--- src/rtl/data_mem_responder.sv ---
// ============================================================================
// data_mem_responder
// ----------------------------------------------------------------------------
// Data-memory responder for the CPU's memory port: a 256 x 16 RAM with
// synchronous write and asynchronous (combinational) read. A byte-wide
// valid/ready loader assembles little-endian 16-bit words and writes them to
// sequential addresses. The loader only writes on cycles where the CPU does
// not.
//
// Ports:
//   clk       in   1   system clock, rising edge
//   rst_n     in   1   asynchronous active-low reset
//   mem_we    in   1   CPU write enable
//   mem_addr  in   8   CPU word address (read and write)
//   mem_in    in  16   CPU write data
//   mem_out   out 16   read data, combinational from mem_addr
//   ld_start  in   1   loader restart (address 0, partial word dropped)
//   ld_valid  in   1   loader byte valid
//   ld_byte   in   8   loader byte
//   ld_ready  out  1   loader can accept a byte this cycle
//   ld_addr   out  8   address the next assembled word is written to
//   ld_busy   out  1   partial or pending word held
//
// Build option:
//   DATA_MEM_CLEAR_EN  when defined, reset clears every RAM word to 0x0000.
//                      When undefined the RAM is not reset.
//
// Revision: 1.0  initial release
// ============================================================================
`default_nettype none

module data_mem_responder (
   input  logic        clk,
   input  logic        rst_n,
   input  logic        mem_we,
   input  logic [7:0]  mem_addr,
   input  logic [15:0] mem_in,
   output logic [15:0] mem_out,
   input  logic        ld_start,
   input  logic        ld_valid,
   input  logic [7:0]  ld_byte,
   output logic        ld_ready,
   output logic [7:0]  ld_addr,
   output logic        ld_busy
);

   localparam int unsigned DEPTH = 256;

   // Loader states: LO waits for the low byte, HI for the high byte,
   // WR holds the assembled word until the RAM write port is free.
   typedef enum logic [1:0] {
      S_LO = 2'd0,
      S_HI = 2'd1,
      S_WR = 2'd2
   } state_t;

   state_t      state_q, state_d;
   logic [7:0]  ld_addr_q, ld_addr_d;
   logic [7:0]  lo_q, lo_d;
   logic [7:0]  hi_q, hi_d;
   logic        ld_wr_en;
   logic        ld_hs;

   logic [15:0] ram_q [0:DEPTH-1];

   // ------------------------------------------------------------------------
   // Handshake and status outputs
   // ------------------------------------------------------------------------
   // rst_n is folded in so ready drops immediately on reset assertion and
   // rises combinationally on release.
   assign ld_ready = rst_n && !ld_start && (state_q != S_WR);
   assign ld_hs    = ld_valid && ld_ready;
   assign ld_busy  = (state_q != S_LO);
   assign ld_addr  = ld_addr_q;

   // ------------------------------------------------------------------------
   // Loader next-state logic
   // ------------------------------------------------------------------------
   always_comb begin
      state_d   = state_q;
      ld_addr_d = ld_addr_q;
      lo_d      = lo_q;
      hi_d      = hi_q;
      ld_wr_en  = 1'b0;

      if (ld_start) begin
         // Restart wins over everything, including a pending WR write.
         state_d   = S_LO;
         ld_addr_d = 8'h00;
         lo_d      = 8'h00;
         hi_d      = 8'h00;
      end else begin
         unique case (state_q)
            S_LO: begin
               if (ld_hs) begin
                  lo_d    = ld_byte;
                  state_d = S_HI;
               end
            end
            S_HI: begin
               if (ld_hs) begin
                  hi_d    = ld_byte;
                  state_d = S_WR;
               end
            end
            S_WR: begin
               // The CPU always owns the write port; stall for as long as
               // it keeps writing.
               if (!mem_we) begin
                  ld_wr_en  = 1'b1;
                  ld_addr_d = ld_addr_q + 8'd1;
                  state_d   = S_LO;
               end
            end
            default: begin
               state_d = S_LO;
            end
         endcase
      end
   end

   // ------------------------------------------------------------------------
   // Loader state registers
   // ------------------------------------------------------------------------
   always_ff @(posedge clk or negedge rst_n) begin
      if (!rst_n) begin
         state_q   <= S_LO;
         ld_addr_q <= 8'h00;
         lo_q      <= 8'h00;
         hi_q      <= 8'h00;
      end else begin
         state_q   <= state_d;
         ld_addr_q <= ld_addr_d;
         lo_q      <= lo_d;
         hi_q      <= hi_d;
      end
   end

   // ------------------------------------------------------------------------
   // RAM array: CPU write has priority; the loader write is only enabled
   // when mem_we is low, so the two never collide.
   // ------------------------------------------------------------------------
`ifdef DATA_MEM_CLEAR_EN
   always_ff @(posedge clk or negedge rst_n) begin
      if (!rst_n) begin
         for (int i = 0; i < DEPTH; i++) begin
            ram_q[i] <= 16'h0000;
         end
      end else if (mem_we) begin
         ram_q[mem_addr] <= mem_in;
      end else if (ld_wr_en) begin
         ram_q[ld_addr_q] <= {hi_q, lo_q};
      end
   end
`else
   always_ff @(posedge clk) begin
      if (mem_we) begin
         ram_q[mem_addr] <= mem_in;
      end else if (ld_wr_en) begin
         ram_q[ld_addr_q] <= {hi_q, lo_q};
      end
   end
`endif

   // Asynchronous read: shows the pre-edge contents during a write cycle.
   assign mem_out = ram_q[mem_addr];

endmodule

`default_nettype wire
--- config.mk ---
export PLATFORM = sky130hd
export DESIGN_NAME = data_mem_responder
export DESIGN_NICKNAME = d
export VERILOG_FILES = /design/src/rtl/data_mem_responder.sv
export SDC_FILE = /design/constraint.sdc
export NUM_CORES = 2
export LEC_CHECK = 0
export CAP_MARGIN = 10
export CORE_MARGIN = 2
export CORE_UTILIZATION = 50
export CTS_CLUSTER_DIAMETER = 60
export DETAILED_ROUTE_END_ITERATION = 8
export PLACE_DENSITY = 0.64
export SLEW_MARGIN = 5
export SYNTH_ARGS = -nofsm -noshare
export SYNTH_HDL_FRONTEND = slang
export SYNTH_SLANG_ARGS = --single-unit
--- constraint.sdc ---
create_clock -name clk -period 12.27 [get_ports clk]
set_clock_uncertainty 0.05 [all_clocks]
set_input_delay 3.681 -clock clk [delete_from_list [all_inputs] [get_ports clk]]
set_output_delay 3.681 -clock clk [all_outputs]
set_load 0.02 [all_outputs]
# == After elaboration in Yosys (flattened, before gate mapping) ==
# Memory sizes are Yosys's and may differ from the RTL's.
# Cells that the tools add are included.
# op_classes
n_eq_ne,7
addsub,1
n_mux,24
reduce_logical,15
# ops
cell,n
two-way mux 8 bit,9
two-way mux 16 bit,1
OR reduction 16 bit,1
nonzero test 2 bit,5
two-way mux 1 bit,9
"inequality test 3 bit, second input constant",3
"adder 8 x 1 -> 8 bit, second input constant",1
two-way mux 2 bit,4
one-hot mux 2 bit (3 select lines),1
AND reduction 2 bit,3
logical AND 1 bit,3
AND reduction 3 bit,1
"== test 2 x 1 -> 1 bit, second input constant",1
"== test 2 bit, second input constant",1
zero test 2 bit,1
"inequality test 2 x 1 -> 1 bit, second input constant",1
"inequality test 2 bit, second input constant",1
zero test 1 bit,1
# totals
output_inout_bits,26
inputBits,37
mem_bits_rw,4096
memories,1
ff_bits,26
elab_cells,52
# mem_list
memory,words,width,read_ports,rd_clocked_by_memory_dff,write_ports,line_no,text
ram_q,256,16,1,0,1,64,logic [15:0] ram_q [0:DEPTH-1];

# == Longest topological paths before layout ==
# depth
depth_word,8
ltp_mapped,13
mapped_depth_nobuf,7

# == Worst setup path before layout ==
# No wires, ideal clock.
# synth_path
path_type,in2out
start,in mem_addr[2]
end,out mem_out[4]
path_stages,11
slack_ns,2.326
required_time_ns,8.539
t_arrival_ns,6.213
cell_sequence,buf_4 > buf_4 > inv_2 > buf_4 > buf_2 > nor2_1 > nor2_1 > o22ai_1 > a311oi_1 > nand4_1 > a2111oi_0
# synth_between
elab_chain_cells,1
# synth_rtl
item,line_no,text
from (decl),36,"input logic [7:0] mem_addr,"
memory (256 x 16 bit),n/a,
to (decl),38,"output logic [15:0] mem_out,"
# Every way passes these cells.

# == Final worst setup path ==
# layout_path
start,in mem_addr[6]
end,out mem_out[2]
# Same word-level chain as after synthesis.

==> key figures <==
Power and ir drop
  • VDD IR-drop max: 0.128 mV
  • Switching share of power: 21.7%
  • Sw power: 6.44 mW
  • Leak Pwr: 58.9 nW
  • Combinational Power Share: 5.3%
  • Clock network power share: 42.5%
  • PwrDens: 163 nW/um^2
  • Int Pwr: 23.3 mW
  • Flop pwr share: 52.2%

Timing
  • Tmin final: 12590 ps
  • Final worst-path cycle share: 103%
  • RSZ-0062 raised after global routing: false
  • Fin Hold WS: 471 ps
  • Fin. Hold Viols: 0
  • Rel. slew slack: 8.02%
  • Final setup margin: -318 ps
  • Fin. max-slew vios: 0
  • Fmax: 79.4 MHz
  • Setup Viol. Count Final: 2
  • Worst Tran Pin Value: 1340 ps

Placement
  • Gpl congestion: 0.933
  • Port bufs: 62
  • Placed Area: 169000 sq um
  • Hpwl dp: 285 mm
  • Placed cells: 12300

Clock network
  • Setup Buffers After CTS: 0
  • TritonCTS buffer count: 413
  • CTS tree: done
  • Clock Path Buffers: 4
  • Root Buffer: clkbuf_16
  • H-tree levels: 5
  • CTS sink count: 4122
  • Clock-pin slew on the worst setup and hold paths: 60 ps
  • Worst-Skew Late Latency: 950 ps

Worst setup path
  • Critical path capture point type: primary output
  • WP data arrival: 8860 ps
  • R2r setup slk: 6190 ps
  • Levels on crit path: 10
  • Crit Path Category: in2out
  • Worst-path fanout max: 19
  • FF-to-FF End: ram_q[81][9]
  • CP delay by family, top: buffers and inverters
  • R2R depth: 9
  • Max stage delay on crit path: 1020 ps
  • CP Launch Type: primary input
  • CP Cell Sequence: clkdlybuf4s50_1 > nand4_1 > buf_4 > buf_4 > a2111oi_1 > buf_4 > nor3_1 > o311ai_0 > a2111oi_4 > buf_12
  • CP max stage cell: nor3_1
  • Critical Path RT: 8540 ps
  • Crit path buf inv count: 5
  • Most frequent CP cell: buf_4
  • FF-to-FF Start: state_q[1]

Finish
  • Multi-input gate area: 34000 sq um
  • Fillers: 23400
  • Fin nets: 8432
  • Total area of sequential cells: 124000 sq um
  • Layout cells sized above 1: 24.1%
  • Final Core Density: 57.0%
  • Post-route cell area: 183000 sq um
  • Non-Filler Instances: 13100
  • Synthesis-to-finish area growth: 13.7%

Min path
  • Worst Hold Launch: state_q[1]
  • Worst Hold Path Cells: 1
  • HP Class: reg2reg
  • Hold Path Sink: state_q[0]

Outcome
  • Status: finished, violations left
  • Failing checks: negative setup slack

Detailed routing
  • Vias per cell: 6.48
  • First drt pass iteration count: 9
  • Avg WL per Cell: 34.9 um
  • Antenna viol nets, final: 0
  • DRC Markers: 0
  • DR vias: 84600
  • Routed WL: 456 mm
  • Initial DRC count: 13000

Die
  • Die footprint: 326000 sq um
  • Starting Density: 50.2%
  • Top-Level Pins: 63
  • Die Ht: 571 um
  • Die Wd: 571 um
  • Core area: 320000 sq um
  • FP Rows: 208

GRT
  • Initial antenna violation count: 21
  • Vias in the first global route: 82000
  • First-pass GRT wire length: 637 mm
  • GRT Residual Overflow: 0
  • Total track usage: 27.8%
  • Largest net degree at the start of global routing: 172

Flow run
  • Max_cap viols: 0

Synthesis
  • Mean Syn Cell Area: 20.7 sq um
  • Ys Warns: 0
  • Post-synth EDFFs: 4096
  • Async S/R FF share, synth: 0.631%
  • Number of distinct library cells after synthesis: 74
  • Mapped Area: 161000 sq um
  • Syn_nets: 7795
  • Synthesis-stage register bit count: 4122
  • Post-synthesis sequential area ratio: 77.0%
  • Syn Inst Count: 7757
  • Top FF cell, synth: edfxtp_1
==> worst reg2reg max path, delay by kind of cell (launching register included) <==
kind | cells | cell delay [ps]
flops | 1 | 410
compound gates | 1 | 960
buf+inv | 3 | 1330
simple gates | 5 | 3040
==> synth_stat cells, drive strengths merged (12+ instances only) <==
cell type  number  area [sq um]
a31oi          29           181
nand4          50           313
o22ai          97           607
edfxtp       4096        123000
buf           312          2900
and2           12          75.1
nand2b         17           106
nand3          70           350
a21oi         136           681
dfrtp          26           651
a22o           37           324
a2111oi        23           229
clkbuf        146           579
mux2i         594          5950
nor3           67           335
mux4          763         17300
o21ai         115           576
o221ai        133          1190
or3            19           119
nand2         227           852
a221oi         22           193
a22oi         112           841
a211oi         47           353
nor4           35           219
nor2b          16           100
nor2          435          1630
==> timing repair <==
| action | CTS | global route |
|---|---|---|
| hold endpoints to repair | 0 | 0 |
| endpoints found under the setup margin | 1 | 0 |
| hold buffers | 0 | 0 |
| gates resized for setup | 1 | 0 |
==> cells by family after synthesis <==
kind of cell / after synthesis / share of synthesized area (%)
adder cells (fa/ha/maj): 1 / 0.00779
AND/OR/NAND/NOR: 992 / 2.77
buffers and inverters: 462 / 2.18
XOR/XNOR: 7 / 0.0382
multiplexers: 1368 / 14.5
flip-flops: 4122 / 77.0
AO/OA/AOI/OAI: 805 / 3.52
==> worst max path at each step <==
stage / startpoint / end / slack (ps)
6_report: mem_addr[6] / mem_out[2] / -320
5_1_grt: mem_addr[0] / mem_out[9] / 70
4_1_cts: mem_addr[6] / mem_out[2] / 250
3_5_place_dp: mem_addr[6] / mem_out[2] / 9
3_3_place_gp: mem_addr[0] / mem_out[6] / -300
2_1_floorplan: mem_addr[2] / mem_out[4] / 2330
==> final cells by class <==
type	instances	area share, %
antenna	13	0.0178
tap	4305	2.95
sequential	4122	67.7
multi-input combinational	3173	18.6
clock buffer	505	6.05
clock inverter	252	1.37
inverter	3	0.00959
timing repair buffer	681	3.33
==> power by group through the flow <==
stage | clock [mW] | sequential (mW) | combinational [mW]
after floorplan | 0 | 15.9 | 0.868
after global placement | 0 | 15.8 | 1.54
after detailed placement | 0 | 15.8 | 1.56
after CTS | 12.8 | 15.5 | 1.57
after global routing | 13.3 | 15.5 | 1.63
final | 12.6 | 15.5 | 1.58
==> layout by cell type (no fill, tap or decap), drive strengths merged, types with 11 or more instances in the layout <==
cell | synthesis | routed
clkinv | 0 | 184
clkinvlp | 0 | 14
mux2 | 11 | 11
and2 | 12 | 12
clkbuf | 146 | 506
a31oi | 29 | 29
nor2b | 16 | 16
nand2 | 227 | 227
nor4 | 35 | 35
o22ai | 97 | 97
dfrtp | 26 | 26
buf | 312 | 640
o221ai | 133 | 133
inv | 3 | 17
nor2 | 435 | 435
nor3 | 67 | 67
nand2b | 17 | 17
mux2i | 594 | 594
mux4 | 763 | 763
o21ai | 115 | 115
nand3 | 70 | 70
a221oi | 22 | 22
or3 | 19 | 19
a21oi | 136 | 136
bufinv | 0 | 40
a211oi | 47 | 47
a22o | 37 | 37
a22oi | 112 | 112
edfxtp | 4096 | 4096
a2111oi | 23 | 23
nand4 | 50 | 50
clkdlybuf4s50 | 0 | 40
diode | 0 | 13
==> layer usage <==
metal,GRT usage [%],share of wire (%),vias to the layer above
li1,-,-,33700
met1,39.8,39,44800
met2,41.6,46,5225
met3,6.39,11,836
met4,11.2,4.5,6
met5,0,0.0086,-
==> through the flow <==
step,power (mW),setup WS (ps),setup TNS (ps)
2_1_floorplan,16.7,2330,0
3_3_place_gp,17.3,-302,-319
3_5_place_dp,17.4,9.18,0
4_1_cts,29.8,247,0
5_1_grt,30.4,67.0,0
6_report,29.7,-318,-345
==> flip-flops by register name (all words and copies together), names as in the netlist <==
signal / flops
hi_q: 8
ram_q: 4096
lo_q: 8
ld_addr: 8
state_q: 2
No activity file was read; power rests on OpenSTA's default activity.
